--- src/rtl/fury_pkg.sv ---
// fury_pkg: shared definitions for the drive-side controllers.
//   dirCode_t   - junction command codes (also used by the drive state machine)
//   qualState_t - tone qualifier FSM encoding
//   toneToDir   - one-hot tone vector to direction code
//   isSingle    - true when exactly one tone line is high
package fury_pkg;

    typedef enum logic [2:0] {
        STRAIGHT = 3'b000,
        LEFT     = 3'b001,
        RIGHT    = 3'b010,
        BACK     = 3'b011,
        STOP     = 3'b100
    } dirCode_t;

    typedef enum logic [1:0] {
        IDLE    = 2'd0,
        QUALIFY = 2'd1,
        HOLD    = 2'd2,
        RELEASE = 2'd3
    } qualState_t;

    function automatic dirCode_t toneToDir(input logic [4:0] s);
        dirCode_t d;
        d = STRAIGHT;
        case (s)
            5'b00001: d = STRAIGHT;
            5'b00010: d = LEFT;
            5'b00100: d = RIGHT;
            5'b01000: d = BACK;
            5'b10000: d = STOP;
            default:  d = STRAIGHT;
        endcase
        return d;
    endfunction

    // Clearing the lowest set bit leaves zero only for a one-hot vector.
    function automatic logic isSingle(input logic [4:0] s);
        return (s != 5'd0) && ((s & (s - 5'd1)) == 5'd0);
    endfunction

endpackage

--- src/rtl/tone_command_qualifier_sync2.sv ---
// sync2: 1-bit two-flop synchroniser for asynchronous level inputs.
// Ports:
//   clk - system clock
//   rst - synchronous, active-high reset (clears both flops)
//   d   - asynchronous input
//   q   - synchronised output, two clk edges after d
module sync2 (
    input  logic clk,
    input  logic rst,
    input  logic d,
    output logic q
);

    logic meta;

    always_ff @(posedge clk) begin
        if (rst) begin
            meta <= 1'b0;
            q    <= 1'b0;
        end else begin
            meta <= d;
            q    <= meta;
        end
    end

endmodule

--- src/rtl/tone_command_qualifier.sv ---
// tone_command_qualifier: turns the five band-pass tone detector lines into a
// single debounced junction command with a valid/acknowledge handshake.
// Ports:
//   clk        - system clock (50 MHz)
//   rst        - synchronous, active-high reset
//   bp1..bp5   - asynchronous tone detector outputs, active-high
//   tdAck      - consumer accepts the command (only looked at while tdEn=1)
//   tdEn       - command valid
//   tdDir      - command code, holds last issued value while tdEn=0
//   tdConflict - one-cycle pulse when several tones appear while qualifying
//   toneActive - any synchronised tone line high
//
// state   | meaning
// --------+-----------------------------------------------------------
// IDLE    | armed, waiting for a single tone
// QUALIFY | counting consecutive cycles of the candidate tone alone
// HOLD    | command presented (tdEn=1), waiting for tdAck
// RELEASE | counting consecutive silent cycles before re-arming
module tone_command_qualifier
    import fury_pkg::*;
#(
    parameter int QUAL_CYCLES = 2_500_000,
    parameter int REL_CYCLES  = 1_250_000,
    parameter int CNT_W       = 24
) (
    input  logic       clk,
    input  logic       rst,
    input  logic       bp1,
    input  logic       bp2,
    input  logic       bp3,
    input  logic       bp4,
    input  logic       bp5,
    input  logic       tdAck,
    output logic       tdEn,
    output logic [2:0] tdDir,
    output logic       tdConflict,
    output logic       toneActive
);

    localparam logic [CNT_W-1:0] QUAL_LIMIT = CNT_W'(QUAL_CYCLES);
    localparam logic [CNT_W-1:0] REL_LIMIT  = CNT_W'(REL_CYCLES);
    localparam logic [CNT_W-1:0] CNT_ONE    = CNT_W'(1);
    localparam logic [CNT_W-1:0] CNT_MAX    = '1;

    logic [4:0]       bpRaw;
    logic [4:0]       s;
    logic             single;
    logic             silent;
    logic             multi;
    dirCode_t         code;

    qualState_t       state, nextState;
    logic [CNT_W-1:0] cnt, nextCnt;
    dirCode_t         cand, nextCand;
    dirCode_t         dirReg, nextDir;
    logic             conflictReg, nextConflict;
    logic             toneActReg;

    assign bpRaw = {bp5, bp4, bp3, bp2, bp1};

    for (genvar i = 0; i < 5; i++) begin : gSync
        sync2 uSync (
            .clk (clk),
            .rst (rst),
            .d   (bpRaw[i]),
            .q   (s[i])
        );
    end

    assign single = isSingle(s);
    assign silent = (s == 5'd0);
    assign multi  = !single && !silent;
    assign code   = toneToDir(s);

    always_ff @(posedge clk) begin
        if (rst) begin
            state       <= IDLE;
            cnt         <= '0;
            cand        <= STRAIGHT;
            dirReg      <= STRAIGHT;
            conflictReg <= 1'b0;
            toneActReg  <= 1'b0;
        end else begin
            state       <= nextState;
            cnt         <= nextCnt;
            cand        <= nextCand;
            dirReg      <= nextDir;
            conflictReg <= nextConflict;
            toneActReg  <= |s;
        end
    end

    // Input conditions are tested before the terminal count, so a limit is
    // only honoured on a cycle whose input still satisfies the condition.
    always_comb begin
        nextState    = state;
        nextCnt      = cnt;
        nextCand     = cand;
        nextDir      = dirReg;
        nextConflict = 1'b0;
        case (state)
            IDLE: begin
                nextCnt = '0;
                if (single) begin
                    nextCand  = code;
                    nextCnt   = CNT_ONE;
                    nextState = QUALIFY;
                end
            end
            QUALIFY: begin
                if (multi) begin
                    nextConflict = 1'b1;
                    nextCnt      = '0;
                    nextState    = IDLE;
                end else if (single && (code == cand)) begin
                    if (cnt >= QUAL_LIMIT) begin
                        nextDir   = cand;
                        nextCnt   = '0;
                        nextState = HOLD;
                    end else if (cnt != CNT_MAX) begin
                        nextCnt = cnt + CNT_ONE;
                    end
                end else begin
                    nextCnt   = '0;
                    nextState = IDLE;
                end
            end
            HOLD: begin
                if (tdAck) begin
                    nextCnt   = '0;
                    nextState = RELEASE;
                end
            end
            RELEASE: begin
                if (!silent) begin
                    nextCnt = '0;
                end else if (cnt >= REL_LIMIT) begin
                    nextCnt   = '0;
                    nextState = IDLE;
                end else if (cnt != CNT_MAX) begin
                    nextCnt = cnt + CNT_ONE;
                end
            end
            default: begin
                nextCnt   = '0;
                nextState = IDLE;
            end
        endcase
    end

    always_comb begin
        tdEn       = (state == HOLD);
        tdDir      = dirReg;
        tdConflict = conflictReg;
        toneActive = toneActReg;
    end

endmodule
--- config.mk ---
export PLATFORM = sky130hd
export DESIGN_NAME = tone_command_qualifier
export DESIGN_NICKNAME = d
export VERILOG_FILES = /design/src/rtl/fury_pkg.sv /design/src/rtl/tone_command_qualifier_sync2.sv /design/src/rtl/tone_command_qualifier.sv
export SDC_FILE = /design/constraint.sdc
export NUM_CORES = 1
export LEC_CHECK = 0
export ABC_AREA = 1
export CORE_ASPECT_RATIO = 0.6
export CORE_MARGIN = 3
export CORE_UTILIZATION = 28
export CTS_BUF_LIST = sky130_fd_sc_hd__clkbuf_16
export CTS_CLUSTER_SIZE = 28
export DETAILED_ROUTE_END_ITERATION = 6
export GPL_ROUTABILITY_DRIVEN = 0
export GPL_TIMING_DRIVEN = 0
export PLACE_DENSITY = 0.43
export SYNTH_ARGS = -nofsm -noshare
export SYNTH_HDL_FRONTEND = slang
export SYNTH_SLANG_ARGS = --single-unit
--- constraint.sdc ---
create_clock -name clk -period 1.9 [get_ports clk]
set_input_delay 0.57 -clock clk [delete_from_list [all_inputs] [get_ports clk]]
set_output_delay 0.57 -clock clk [all_outputs]
set_load 0.1 [all_outputs]
==> impl_metrics.ini <==
[setup_path]
crit_slowest_cell = clkdlybuf4s15_2
cp_max_fo = 2
endpoint_kind = output pin
path_depth = 1
crit_path_start_kind = flop
critPathBufInv = 1
reg2reg_slack_ns = 0.13
arrival_ns = 1.22
r2r_cells = 11
reg2reg_from = cnt[15]$_SDFFE_PP0P_
critPathMaxStageDelay_ns = 0.58
path_class = reg -> out
path_delay_family = buffers and inverters
r2r-end = cnt[1]$_SDFFE_PP0P_
path_cells = clkdlybuf4s15_2
crit_required_ns = 1.33

[timing]
hold_viol = 0
finalCriticalPeriod_ns = 1.785
skew_ns = 0.007717
finalMaxSlewViolations = 0
tightest_slew_ns = 0.5763
period_share_pct = 93.97
fmax_mhz = 560.1
max_slew_margin_pct = 61.76
final.setup.worst_slack_ns = 0.1146
final-setup-viol-count = 0

[drt]
drt-initial-drc-count = 215
top_layer_used = met4
num_vias = 2559
ant_nets = 0
wl_met1_mm = 4.591
drc = 0
met3_length_um = 464
first_pass_iters = 5
routed_wl_mm = 7.694
wl_per_cell_um = 13.43
wl_met2_mm = 2.587
viasPerCell = 4.466

[synthesis]
ys_seq_elements = 44
syn_area_per_cell_sq_um = 6.411
yosys.cell_types.count = 33
ys.flop_type = dfxtp_1
synth_seq_area_share_pct = 32.64
synth_top_area_share_pct = 32.64
syn_area_sq_um = 2699
yosys.area.top_type = dfxtp_1
yosys_warnings = 0
syn_inst = 421
synth_area_leaders = dfxtp_1 (33%), nand2_1 (18%), nor2_1 (8.3%), inv_1 (7.2%), xor2_1 (4.2%)
synth-edff-count = 0
synth_nets = 431
synthArstFlopShare_pct = 0

[hold_path]
min_path_cells = 2
hold_path_end = gSync[3].uSync.q$_SDFF_PP0_
hp-start = gSync[3].uSync.meta$_SDFF_PP0_
hold_path.class = reg -> reg

[global_routing]
grt_use_total_pct = 14.80
antenna_found_initial = 0
grt_pass1_wl_mm = 12.37
gr-total-overflow = 0
grt_max_degree = 16
grt_pass1_vias = 2243

[cts]
cts_buffers = 5
cts.sinks = 44
post-cts-setup-buffers = 0
cts.path.max_buffers = 2
clk_latency_ns = 0.30
cts_tree = built
ctsHoldBuffers = 0
clockRootBuffer = clkbuf_16
clk_pin_slew_ns = 0.07
htreeDepth = 2

[cells_and_area]
fin_nets = 452
fill_cells = 1019
multi_input_comb_area_sq_um = 1647
final_cell_mix = nand2_1 (125), nor2_1 (54), inv_1 (51)
layout_commonest_cell = nand2_1
final_cells = 573
num_antenna_cells = 0
drive_gt1_share_pct = 18.96
syn2layout_area_growth_pct = 21.98
seqCellArea_sq_um = 890.9

[die]
io_pins = 14
fp.dieArea_sq_um = 10890
coreArea_sq_um = 9290
initial_utilization_pct = 29.05
die_w_um = 132.7
die_y_um = 82.05
std_cell_rows = 27

[power]
peakVddDrop_mv = 0.3389
power_density_nw_per_um2 = 830.2
leakage_uw = 0.001424

[placed_design]
io_buffers = 13
dp.cells = 564
pre_cts_slack_ns = -0.4745
dpl.hpwl_mm = 5.921

[status]
outcome = finished clean

[run]
drv_cap = 0
power breakdown:
| group | switching [uW] | leakage [uW] | internal, uW |
|---|---|---|---|
| Combinational | 437 | 0.000984 | 204 |
| Clock | 415 | 0.0000804 | 626 |
| Sequential | 66.8 | 0.000360 | 985 |
| Total | 919 | 0.00142 | 1810 |
synth_stat cells (all sizes together), types with 2 or more instances:
| cell type | count |
|---|---|
| nand3 | 16 |
| nor3 | 9 |
| nor2 | 70 |
| ha | 2 |
| nor4 | 2 |
| nand3b | 2 |
| xor2 | 13 |
| xnor2 | 4 |
| buf | 8 |
| o21ai | 14 |
| clkbuf | 4 |
| dfxtp | 44 |
| inv | 54 |
| a21oi | 25 |
| nand2 | 142 |
| nand4 | 9 |
cells by family (layout without fill, tap and decap cells):
group | Yosys count | after routing | synth area share, %
XOR/XNOR | 17 | 17 | 5.517
AO/OA/AOI/OAI | 40 | 40 | 8.902
buffers and inverters | 66 | 87 | 10.34
flip-flops | 44 | 44 | 32.64
adder cells (fa/ha/maj) | 2 | 2 | 0.9271
AND/OR/NAND/NOR | 252 | 253 | 41.68
state kept, by name, summed over array words and instances, names as in the netlist, named ones only:
register,flops
gSync.uSync.q,5
cnt,24
tdDir,3
gSync.uSync.meta,5
tdConflict,1
cand,3
toneActive,1
state,1
worst max path at each step:
stage | start | to
after CTS | rst | gSync[3].uSync.meta$_SDFF_PP0_
after floorplan | flop | cnt[11]$_SDFFE_PP0P_
after detailed placement | rst | cnt[23]$_SDFFE_PP0P_
after global placement | rst | gSync[4].uSync.q$_SDFF_PP0_
after global routing | cnt[15]$_SDFFE_PP0P_ | cnt[1]$_SDFFE_PP0P_
final | tdDir[1]$_SDFFE_PP0P_ | tdDir[1]
layout make-up:
type	count	share of cell area (%)
Clock inverter	3	1.406
Sequential cell	44	27.06
Timing Repair Buffer	13	4.067
Buffer	12	2.547
Tap cell	130	4.941
Inverter	54	6.157
Clock buffer	5	3.801
Multi-Input combinational cell	312	50.02
stage by stage:
stage | TNS [ns] | util [%] | hold WS, ns | total power (uW) | area [sq um]
after floorplan | 0 | - | 0.3883 | 1532 | 2706
after global placement | -9.929 | 32.28 | 0.3925 | 1685 | 2999
after detailed placement | -9.973 | 32.28 | 0.3933 | 1687 | 2999
after CTS | 0 | 34.34 | 0.4033 | 2734 | 3191
after global routing | -0.002835 | 35.43 | 0.4169 | 2876 | 3292
final | 0 | 35.43 | 0.3994 | 2733 | 3292
metal layers:
metal | vias to the layer above | track usage, %
met1 | 1128 | 25.20
met5 | - | 0
li1 | 1352 | -
met2 | 74 | 17.24
met4 | 0 | 3.112
met3 | 5 | 3.305
timing repair:
action | in CTS | in global routing
setup endpoints to repair | 28 | 37
gates resized for setup | 28 | 30
gates cloned | 0 | 1
pin swaps | 0 | 5
Power figures use the tool's default switching activity.
